[config.mk]
export PLATFORM = sky130hd
export DESIGN_NAME = adc_acq_sequencer
export DESIGN_NICKNAME = d
export VERILOG_FILES = /design/src/rtl/adc_acq_sequencer_pkg.sv /design/src/rtl/adc_acq_sequencer_cmd_fifo.sv /design/src/rtl/adc_acq_sequencer.sv
export SDC_FILE = /design/constraint.sdc
export NUM_CORES = 1
export LEC_CHECK = 0
export BUFFER_PORTS_ARGS = -buffer_cell sky130_fd_sc_hd__buf_2
export CORE_ASPECT_RATIO = 0.8
export CORE_MARGIN = 1.5
export CORE_UTILIZATION = 55
export CTS_BUF_LIST = sky130_fd_sc_hd__clkbuf_4
export DETAILED_ROUTE_END_ITERATION = 10
export MAX_ROUTING_LAYER = met4
export PLACE_DENSITY = 0.78
export SLEW_MARGIN = 5
export SYNTH_ARGS = -nofsm -noshare
export SYNTH_HDL_FRONTEND = slang
export SYNTH_SLANG_ARGS = --single-unit
[constraint.sdc]
create_clock -name aclk -period 4 [get_ports aclk]
set_input_delay 0.4 -clock aclk [delete_from_list [all_inputs] [get_ports aclk]]
set_output_delay 0.4 -clock aclk [all_outputs]
set_load 0.005 [all_outputs]
[src/rtl/adc_acq_sequencer_pkg.sv]
// Shared definitions for the ADC acquisition sequencer: FSM states,
// adc_manager status field layout and the minimum trigger period.
package adc_acq_sequencer_pkg;

  typedef enum logic [1:0] {
    ST_IDLE  = 2'd0,
    ST_CFG   = 2'd1,
    ST_RUN   = 2'd2,
    ST_DRAIN = 2'd3
  } seq_state_t;

  localparam logic [1:0] ADC_MODE_CONVERSION = 2'b00;
  localparam int         MODE_LSB            = 2;
  localparam int         MIN_DIVIDER         = 2;

  function automatic logic mode_is_conversion(input logic [1:0] mode);
    return mode == ADC_MODE_CONVERSION;
  endfunction

endpackage

[src/rtl/adc_acq_sequencer_cmd_fifo.sv]
// Register-command buffer: power-of-two FIFO with registered full/empty flags.
// A push at full is dropped; a simultaneous push and pop leave occupancy unchanged.
module adc_acq_sequencer_cmd_fifo #(
  parameter int DEPTH = 4,
  parameter int WIDTH = 32
) (
  input  logic             aclk,
  input  logic             aresetn,
  input  logic             push,
  input  logic [WIDTH-1:0] push_data,
  input  logic             pop,
  output logic [WIDTH-1:0] pop_data,
  output logic             full,
  output logic             empty
);

  localparam int AW = $clog2(DEPTH);

  logic [WIDTH-1:0] mem [DEPTH];
  logic [AW-1:0]    wr_ptr;
  logic [AW-1:0]    rd_ptr;
  logic [AW:0]      count;
  logic [AW:0]      count_next;
  logic             push_ok;
  logic             pop_ok;

  assign push_ok  = push & ~full;
  assign pop_ok   = pop & ~empty;
  assign pop_data = mem[rd_ptr];

  always_comb begin
    count_next = count;
    if (push_ok && !pop_ok) begin
      count_next = count + 1'b1;
    end else if (!push_ok && pop_ok) begin
      count_next = count - 1'b1;
    end
  end

  // Flags come from the next occupancy so they stay registered yet exact.
  always_ff @(posedge aclk or negedge aresetn) begin
    if (!aresetn) begin
      wr_ptr <= '0;
      rd_ptr <= '0;
      count  <= '0;
      full   <= 1'b0;
      empty  <= 1'b1;
    end else begin
      if (push_ok) begin
        wr_ptr <= wr_ptr + 1'b1;
      end
      if (pop_ok) begin
        rd_ptr <= rd_ptr + 1'b1;
      end
      count <= count_next;
      full  <= (count_next == (AW+1)'(DEPTH));
      empty <= (count_next == '0);
    end
  end

  always_ff @(posedge aclk) begin
    if (push_ok) begin
      mem[wr_ptr] <= push_data;
    end
  end

endmodule

[src/rtl/adc_acq_sequencer.sv]
// Sequences adc_manager: forwards buffered register commands, then issues
// conversion triggers at a programmable period for a count or continuously.
module adc_acq_sequencer
  import adc_acq_sequencer_pkg::*;
#(
  parameter int DIV_WIDTH   = 32,
  parameter int COUNT_WIDTH = 32,
  parameter int CMD_DEPTH   = 4
) (
  input  logic                   aclk,
  input  logic                   aresetn,
  input  logic [DIV_WIDTH-1:0]   cfg_divider,
  input  logic [COUNT_WIDTH-1:0] cfg_count,
  input  logic                   start,
  input  logic                   stop,
  input  logic [31:0]            s_axis_cmd_tdata,
  input  logic                   s_axis_cmd_tvalid,
  output logic                   s_axis_cmd_tready,
  output logic [31:0]            m_axis_reg_tdata,
  output logic                   m_axis_reg_tvalid,
  input  logic                   m_axis_reg_tready,
  input  logic                   adc_ready,
  input  logic [31:0]            adc_status,
  output logic                   trigger,
  output logic                   busy,
  output logic                   done,
  output logic                   overrun,
  output logic [COUNT_WIDTH-1:0] conv_issued
);

  seq_state_t             state;
  seq_state_t             state_next;
  logic [DIV_WIDTH-1:0]   div_q;
  logic [DIV_WIDTH-1:0]   timer_q;
  logic [COUNT_WIDTH-1:0] count_q;
  logic [COUNT_WIDTH-1:0] issued_inc;
  logic                   ready_q;
  logic                   fifo_full;
  logic                   fifo_empty;
  logic                   fifo_push;
  logic                   fifo_pop;
  logic                   adc_ok;
  logic                   load_cfg;
  logic                   fire;
  logic                   skip;
  logic                   finish;
  logic                   unused_status;

  assign unused_status = ^{adc_status[31:MODE_LSB+2], adc_status[MODE_LSB-1:0]};

  assign adc_ok     = adc_ready && mode_is_conversion(adc_status[MODE_LSB +: 2]);
  assign issued_inc = conv_issued + 1'b1;
  assign busy       = (state != ST_IDLE);

  // ready_q keeps tready low through reset and for the first released cycle.
  assign s_axis_cmd_tready = ready_q & ~fifo_full;
  assign fifo_push         = s_axis_cmd_tvalid & s_axis_cmd_tready;
  assign m_axis_reg_tvalid = ~fifo_empty & ((state == ST_IDLE) || (state == ST_CFG));
  assign fifo_pop          = m_axis_reg_tvalid & m_axis_reg_tready;

  adc_acq_sequencer_cmd_fifo #(
    .DEPTH (CMD_DEPTH),
    .WIDTH (32)
  ) u_cmd_fifo (
    .aclk      (aclk),
    .aresetn   (aresetn),
    .push      (fifo_push),
    .push_data (s_axis_cmd_tdata),
    .pop       (fifo_pop),
    .pop_data  (m_axis_reg_tdata),
    .full      (fifo_full),
    .empty     (fifo_empty)
  );

  always_comb begin
    state_next = state;
    load_cfg   = 1'b0;
    fire       = 1'b0;
    skip       = 1'b0;
    finish     = 1'b0;
    unique case (state)
      ST_IDLE: begin
        if (start && !stop) begin
          state_next = ST_CFG;
          load_cfg   = 1'b1;
        end
      end
      ST_CFG: begin
        if (stop) begin
          state_next = ST_IDLE;
        end else if (fifo_empty && adc_ok) begin
          state_next = ST_RUN;
        end
      end
      ST_RUN: begin
        // stop takes priority over a trigger slot falling in the same cycle.
        if (stop) begin
          state_next = ST_DRAIN;
        end else if (timer_q == '0) begin
          if (adc_ok) begin
            fire = 1'b1;
            if ((count_q != '0) && (issued_inc == count_q)) begin
              state_next = ST_DRAIN;
            end
          end else begin
            skip = 1'b1;
          end
        end
      end
      ST_DRAIN: begin
        if (adc_ready) begin
          state_next = ST_IDLE;
          finish     = 1'b1;
        end
      end
      default: state_next = ST_IDLE;
    endcase
  end

  always_ff @(posedge aclk or negedge aresetn) begin
    if (!aresetn) begin
      state       <= ST_IDLE;
      ready_q     <= 1'b0;
      div_q       <= DIV_WIDTH'(MIN_DIVIDER);
      count_q     <= '0;
      timer_q     <= '0;
      conv_issued <= '0;
      overrun     <= 1'b0;
      trigger     <= 1'b0;
      done        <= 1'b0;
    end else begin
      state   <= state_next;
      ready_q <= 1'b1;
      trigger <= fire;
      done    <= finish;
      if (load_cfg) begin
        div_q       <= (cfg_divider < DIV_WIDTH'(MIN_DIVIDER)) ? DIV_WIDTH'(MIN_DIVIDER)
                                                                : cfg_divider;
        count_q     <= cfg_count;
        conv_issued <= '0;
        overrun     <= 1'b0;
      end
      if (fire) begin
        conv_issued <= issued_inc;
      end
      if (skip) begin
        overrun <= 1'b1;
      end
      // The timer reloads to div-1 on every slot, so slots repeat every div cycles.
      if (state == ST_CFG) begin
        timer_q <= '0;
      end else if (state == ST_RUN) begin
        timer_q <= (timer_q == '0) ? (div_q - DIV_WIDTH'(1)) : (timer_q - DIV_WIDTH'(1));
      end
    end
  end

endmodule

Word level (Yosys, flattened, before mapping)

Memory sizes are Yosys's and may differ from the RTL's.
Index checks and enable logic that the tools add are counted.

Memory bits (writable): 128
Logic and storage cells: 95
Output and inout bits: 70
Bits in registers: 143
Memories: 1
Input bits: 135

Reduce and logical (&&, ||, !) cells: 20
Eq/ne operators: 11
$add $sub $neg: 7
Muxes and demuxes: 33
Bitwise logic cells: 8
$lt $le $gt $ge: 1

Memories:

| memory         | depth | width | read ports | clocked after Yosys merged registers in | wr ports | RTL line                         | text |
|---|---|---|---|---|---|---|---|
| u_cmd_fifo.mem | 4     | 32    | 1          | 0                                       | 1        | adc_acq_sequencer_cmd_fifo.sv:19 | `logic [WIDTH-1:0] mem [DEPTH];` |

Operators by type and width:

| cell                                                   | count |
|---|---|
| 2-to-1 mux 32 bit                                      | 6 |
| subtractor 32 x 1 -> 32 bit (second input constant)    | 2 |
| adder 32 x 1 -> 32 bit (second input constant)         | 1 |
| == test 32 bit                                         | 1 |
| zero test 32 bit                                       | 1 |
| < comparator 32 x 2 -> 1 bit (second input constant)   | 1 |
| nonzero test 32 bit                                    | 1 |
| 2-to-1 mux 1 bit                                       | 16 |
| 2-to-1 mux 2 bit                                       | 8 |
| inequality test 3 bit (second input constant)          | 3 |
| one-hot mux 2 bit (4 select lines)                     | 1 |
| nonzero test 2 bit                                     | 4 |
| bitwise AND 1 bit                                      | 6 |
| logical AND 1 bit                                      | 6 |
| 2-to-1 mux 3 bit                                       | 2 |
| AND reduction 6 bit                                    | 1 |
| adder 2 x 1 -> 2 bit (second input constant)           | 2 |
| == test 2 bit (second input constant)                  | 2 |
| zero test 2 bit                                        | 2 |
| adder 3 x 1 -> 3 bit (second input constant)           | 1 |
| == test 3 bit (second input constant)                  | 1 |
| zero test 1 bit                                        | 3 |
| zero test 3 bit                                        | 1 |
| inequality test 3 x 2 -> 1 bit (second input constant) | 1 |
| 6 further kinds                                        | 7 |

Depth between registers and ports, before layout

Word-level depth: 9
Gate-level depth with buffers: 17
Gate-level depth less buffers: 13

By module

From an unflattened synthesis, not the netlist that was laid out.

Cell total of the unflattened synthesis: 1266
Area total of the unflattened synthesis: 13569.3 um^2

Modules (own cells, without submodules):

| module                     | area an instance (um^2) | cells an instance | seq. area each (um^2) | instances |
|---|---|---|---|---|
| adc_acq_sequencer          | 8386.8                  | 1043              | 3354.5                | 1 |
| adc_acq_sequencer_cmd_fifo | 5182.5                  | 223               | 4070.2                | 1 |

Least setup slack after synthesis

No wires, ideal clock.

Kind: reg2reg
Start: register timer_q[1]
End: register timer_q[28]
Arrival: 3493 ps
Cell stages (with the launch flop): 18
Clock period less this slack: 3569 ps
Buffers on the path: 5
Required time: 3924 ps
Setup slack: 431 ps
Library setup time: 76 ps
Cells stage by stage: dfrtp_1 > or3_4 > or4_1 > buf_6 > nor3_1 > clkbuf_8 > buf_2 > buf_2 > a21oi_1 > ha_1 > nand2b_1 > or4_1 > a2111o_2 > and4b_1 > buf_2 > a21oi_1 > a31oi_1 > o21ai_1

Longest elaborated chain between the ends: 4
Elaborated cells on any way between the ends: 5
Classes of those cells: add/sub: 1; mux: 3; reduce/logical: 1

RTL lines:

| what                                                                   | RTL line                 | text |
|---|---|---|
| start, declared                                                        | adc_acq_sequencer.sv:34  | `logic [DIV_WIDTH-1:0] timer_q;` |
| start signal, assigned                                                 | adc_acq_sequencer.sv:153 | `timer_q <= (timer_q == '0) ? (div_q - DIV_WIDTH'(1)) : (timer_q - DIV_WIDTH'(1));` |
| subtractor 32 x 1 -> 32 bit / zero test 32 bit (equally long branches) | adc_acq_sequencer.sv:153 |  |
| 2-to-1 mux 32 bit *                                                    | adc_acq_sequencer.sv:153 |  |
| 2-to-1 mux 32 bit *                                                    | adc_acq_sequencer.sv:152 | `end else if (state == ST_RUN) begin` |
| 2-to-1 mux 32 bit *                                                    | adc_acq_sequencer.sv:150 | `if (state == ST_CFG) begin` |

Every way passes the cells marked *; elsewhere a longest branch is shown, timed or not. The select of a mux whose other input is x is not followed.
A chain may end at the register's enable or synchronous reset.

Worst setup path after layout

Start: register timer_q[23]
End: register timer_q[30]

Same word-level chain as after synthesis.

==> metrics.md <==
| Metric | Value |
|---|---|
| Status | `finished, final reports clean` |
| Count of final hold-check violations | `0` |
| Syn Area/Cell | `10.71 um^2` |
| First-pass GRT wire length | `55680 um` |
| Drt wl/cell | `between 15 and 20 um` |
| Worst skew pair latency | `approximately 680 ps` |
| Tcrit/Tclk final | `between 90 and 100%` |
| Synth cell types | `86` |
| Mapped cell area | `around 0.014 mm^2` |
| Final Critical Period | `roughly 3600 ps` |
| CP required | `4530 ps` |
| Rel. slew slack | `between 30% and 40%` |
| CTS tree | `built` |
| Hold endpoint | `u_cmd_fifo.rd_ptr[0]` |
| CTS Sinks | `271` |
| Critical Path End Type | `flop` |
| Min-delay src | `m_axis_reg_tready` |
| Worst Clk Skew | `around 35 ps` |
| Layout cell share with drive strength beyond 1 | `23.30%` |
| Total iterations of the first detailed-routing run | `5` |
| Initial antenna violation count | `2` |
| Critical path class | `reg2reg` |
| RR Startpoint | `timer_q[23]` |
| Row count | `51` |
| Total track usage | `28.61%` |
| Worst Reg-to-Reg Cells | `12` |
| Reg2reg end | `timer_q[30]` |
| Die span in y | `143.4 um` |
| Top cell by count, worst path | `nand4_1` |
| Worst path cell trace | `nor4_1 > nand4_1 > nor3_2 > a21oi_1 > ha_1 > nand2b_1 > or4_1 > a2111o_2 > nor3_4 > nand4_1 > mux2i_1 > o21ai_1` |
| Final layout net count | `1714` |
| R2R setup slack | `about 380 ps` |
| Port Buffers | `174` |
| Post-DRT Antenna Nets | `0` |
| Number of flops mapped to enable cells by yosys | `128` |
| Max Buffers Root-to-Sink | `3` |
| Register Area | `approximately 0.0074 mm^2` |
| RSZ-0062 raised after global routing | `no` |
| # setup viols final | `0` |
| Initial DRC Count | `1022` |
| DR DRC count | `0` |
| Multi-input logic area | `0.005793 mm^2` |
| Synth Net Count | `1413` |
| GPL Wtd Cong | `0.9485` |
| Register area share after synthesis | `54.78%` |
| Critical Path Fanout Max | `8` |
| Setup Fix Bufs, Post-CTS | `0` |
| Post-synthesis register bit count | `271` |
| Clock buffer count from CTS | `70` |
| Post-route setup TNS | `0 ps` |
| Achievable Freq | `276.1 MHz` |
| Asr flop ratio synth | `52.77%` |
| Post-Place Cell Area | `0.01474 mm^2` |
| Worst-path clk slew | `60 ps` |
| Max Cap Viol | `0` |
| H-tree depth | `3` |
| # fillers | `1770` |
| Layout area overhead | `23.00%` |
| Post-synth top flop | `dfrtp_1` |
| Global route total overflow | `0` |
| PD cells | `638.3 mW/mm^2` |
| Post-DP HPWL | `22480 um` |
| Hold depth | `3` |
| IO Pins | `205` |
| Routed WL | `approximately 35000 um` |
| Worst-Margin Slew | `974.5 ps` |
| Crit-path max cell delay | `570 ps` |
| Final instance area | `0.01667 mm^2` |
| Max Slew Vio Count | `0` |
| Die width | `about 180 um` |
| Critical Path AT | `4150 ps` |
| Yosys warning total | `0` |
| Vias after detailed routing | `11278` |
| Post-DR vias/cell | `around 5.8` |
| Area of the die | `between 0.02 and 0.03 mm^2` |
| Maximum VDD drop | `between 0.4 and 0.5 mV` |
| Vias in the first global route | `roughly 11000` |
| Worst Hold Class | `in2reg` |
| Post-Synthesis Cells | `1266` |
| Critical path launch point type | `flop` |
| CORE AREA | `~0.024 mm^2` |
| Critical-path top delay cell | `a2111o_2` |
| CTS resizes | `0` |
| Starting Density | `55.90%` |
| Largest net degree at the start of global routing | `103` |
| Leak | `between 6 and 7 nW` |
| Root buffer cell | `clkbuf_4` |
==> layer usage <==
metal  track usage, %  vias to the layer above  share of wire (%)
li1                 -                     5268                  -
met1            38.12                     5378                 43
met2            44.04                      562                 46
met3            5.503                       70                8.5
met4            10.13                        0                2.1
met5                -                        -                  0
==> cell type report <==
class,instances,area share [%]
sequential,271,44.54
multi-input combinational,909,34.75
timing repair buffer,291,12.08
clock buffer,102,4.593
tap,318,2.386
clock inverter,25,1.073
inverter,24,0.5403
antenna,3,0.04503
==> flip-flops by register name (all words and copies together) (netlist names), named ones only <==
| signal | count |
|---|---|
| u_cmd_fifo.wr_ptr | 2 |
| count_q | 32 |
| overrun | 1 |
| u_cmd_fifo.full | 1 |
| state | 1 |
| u_cmd_fifo.empty | 1 |
| trigger | 1 |
| div_q | 32 |
| done | 1 |
| u_cmd_fifo.rd_ptr | 2 |
| u_cmd_fifo.count | 3 |
| u_cmd_fifo.mem | 128 |
| timer_q | 32 |
| conv_issued | 32 |
| ready_q | 1 |
==> placed cells by master (no fill, tap or decap), types with 14 or more instances in the layout <==
cell type and count:
dlygate4sd3_1 98, o21ai_0 93, and3_1 14, nand2_1 268, edfxtp_1 128, clkinv_1 15
xor2_1 18, clkbuf_4 102, nor3_1 26, xnor2_1 35, nand4_1 21, buf_2 173
o31ai_1 14, a21oi_1 32, inv_1 23, nor4_1 34, nand3_1 25, and2_1 23
mux4_2 32, buf_4 18, mux2i_1 18, dfrtp_1 140, nor2_1 77
==> worst max-delay path, delay by kind of cell, from the launching register on <==
| kind | cells | cell delay (ps) |
|---|---|---|
| compound gates | 3 | 850 |
| flops | 1 | 450 |
| simple gates | 7 | 1730 |
| mux | 1 | 190 |
| fa+ha+maj | 1 | 240 |
==> synth_stat cells, drive strengths merged (9+ instances only) <==
master  count  area [um^2]
o31ai      14        105.1
and3       14        87.58
edfxtp    128         3844
buf        17        80.07
nand3      27        145.1
a21oi      32        160.2
nand2b      9        63.81
xnor2      35        306.5
nor3       31        181.4
ha         12        150.1
xor2       18        157.7
and2       23        143.9
clkbuf     45        178.9
mux2i      18        180.2
nor4       38        262.8
dfrtp     141         3528
nand4      21        131.4
o41ai       9        86.34
nor2       78        292.8
mux4       32        720.7
o21ai     100        500.5
nand2     268         1006
inv        24        90.08
or3        13        96.34
==> power by group <==
| part | leakage, nW | switching (W) | internal [W] |
|---|---|---|---|
| clock network | 0.548 | 0.00117 | 0.00132 |
| registers | 3.02 | 0.000714 | 0.00356 |
| logic | 3.35 | 0.00220 | 0.00168 |
| total | 6.92 | 0.00408 | 0.00656 |
==> stage by stage <==
stage	total power [W]	instances	hold slack (ps)	worst slack (ps)	util [%]
2_1_floorplan	0.006838	1266	104.4	430.6	-
3_3_place_gp	0.007899	1715	448.9	619.2	60.78
3_5_place_dp	0.008054	1715	463.5	507.0	60.78
4_1_cts	0.01062	1939	29.18	485.5	68.68
5_1_grt	0.01136	1942	76.46	190.3	68.75
6_report	0.01064	1943	123.9	377.6	68.76
==> cells by family after synthesis <==
logic type	share of synthesized area [%]
simple gates	20.59
flops	54.78
compound gates	10.45
buf+inv	2.575
mux	6.979
xor+xnor	3.425
fa+ha+maj	1.182
other cells	0.02767
==> how the worst max path moves through the flow <==
stage | from | endpoint | slack, ps | depth (start not counted)
after floorplan | timer_q[1] | timer_q[28] | 430 | 17
after detailed placement | timer_q[9] | timer_q[30] | 510 | 12
final | timer_q[23] | timer_q[30] | 380 | 12
after CTS | timer_q[9] | timer_q[30] | 490 | 12
after global placement | timer_q[1] | conv_issued[27] | 620 | 11
after global routing | timer_q[9] | timer_q[30] | 190 | 12
==> repair_timing <==
action                                 CTS  global route
setup endpoints to repair                0             0
hold buffers                            97             1
endpoints found under the hold margin  291             1
Power figures use the tool's default switching activity.
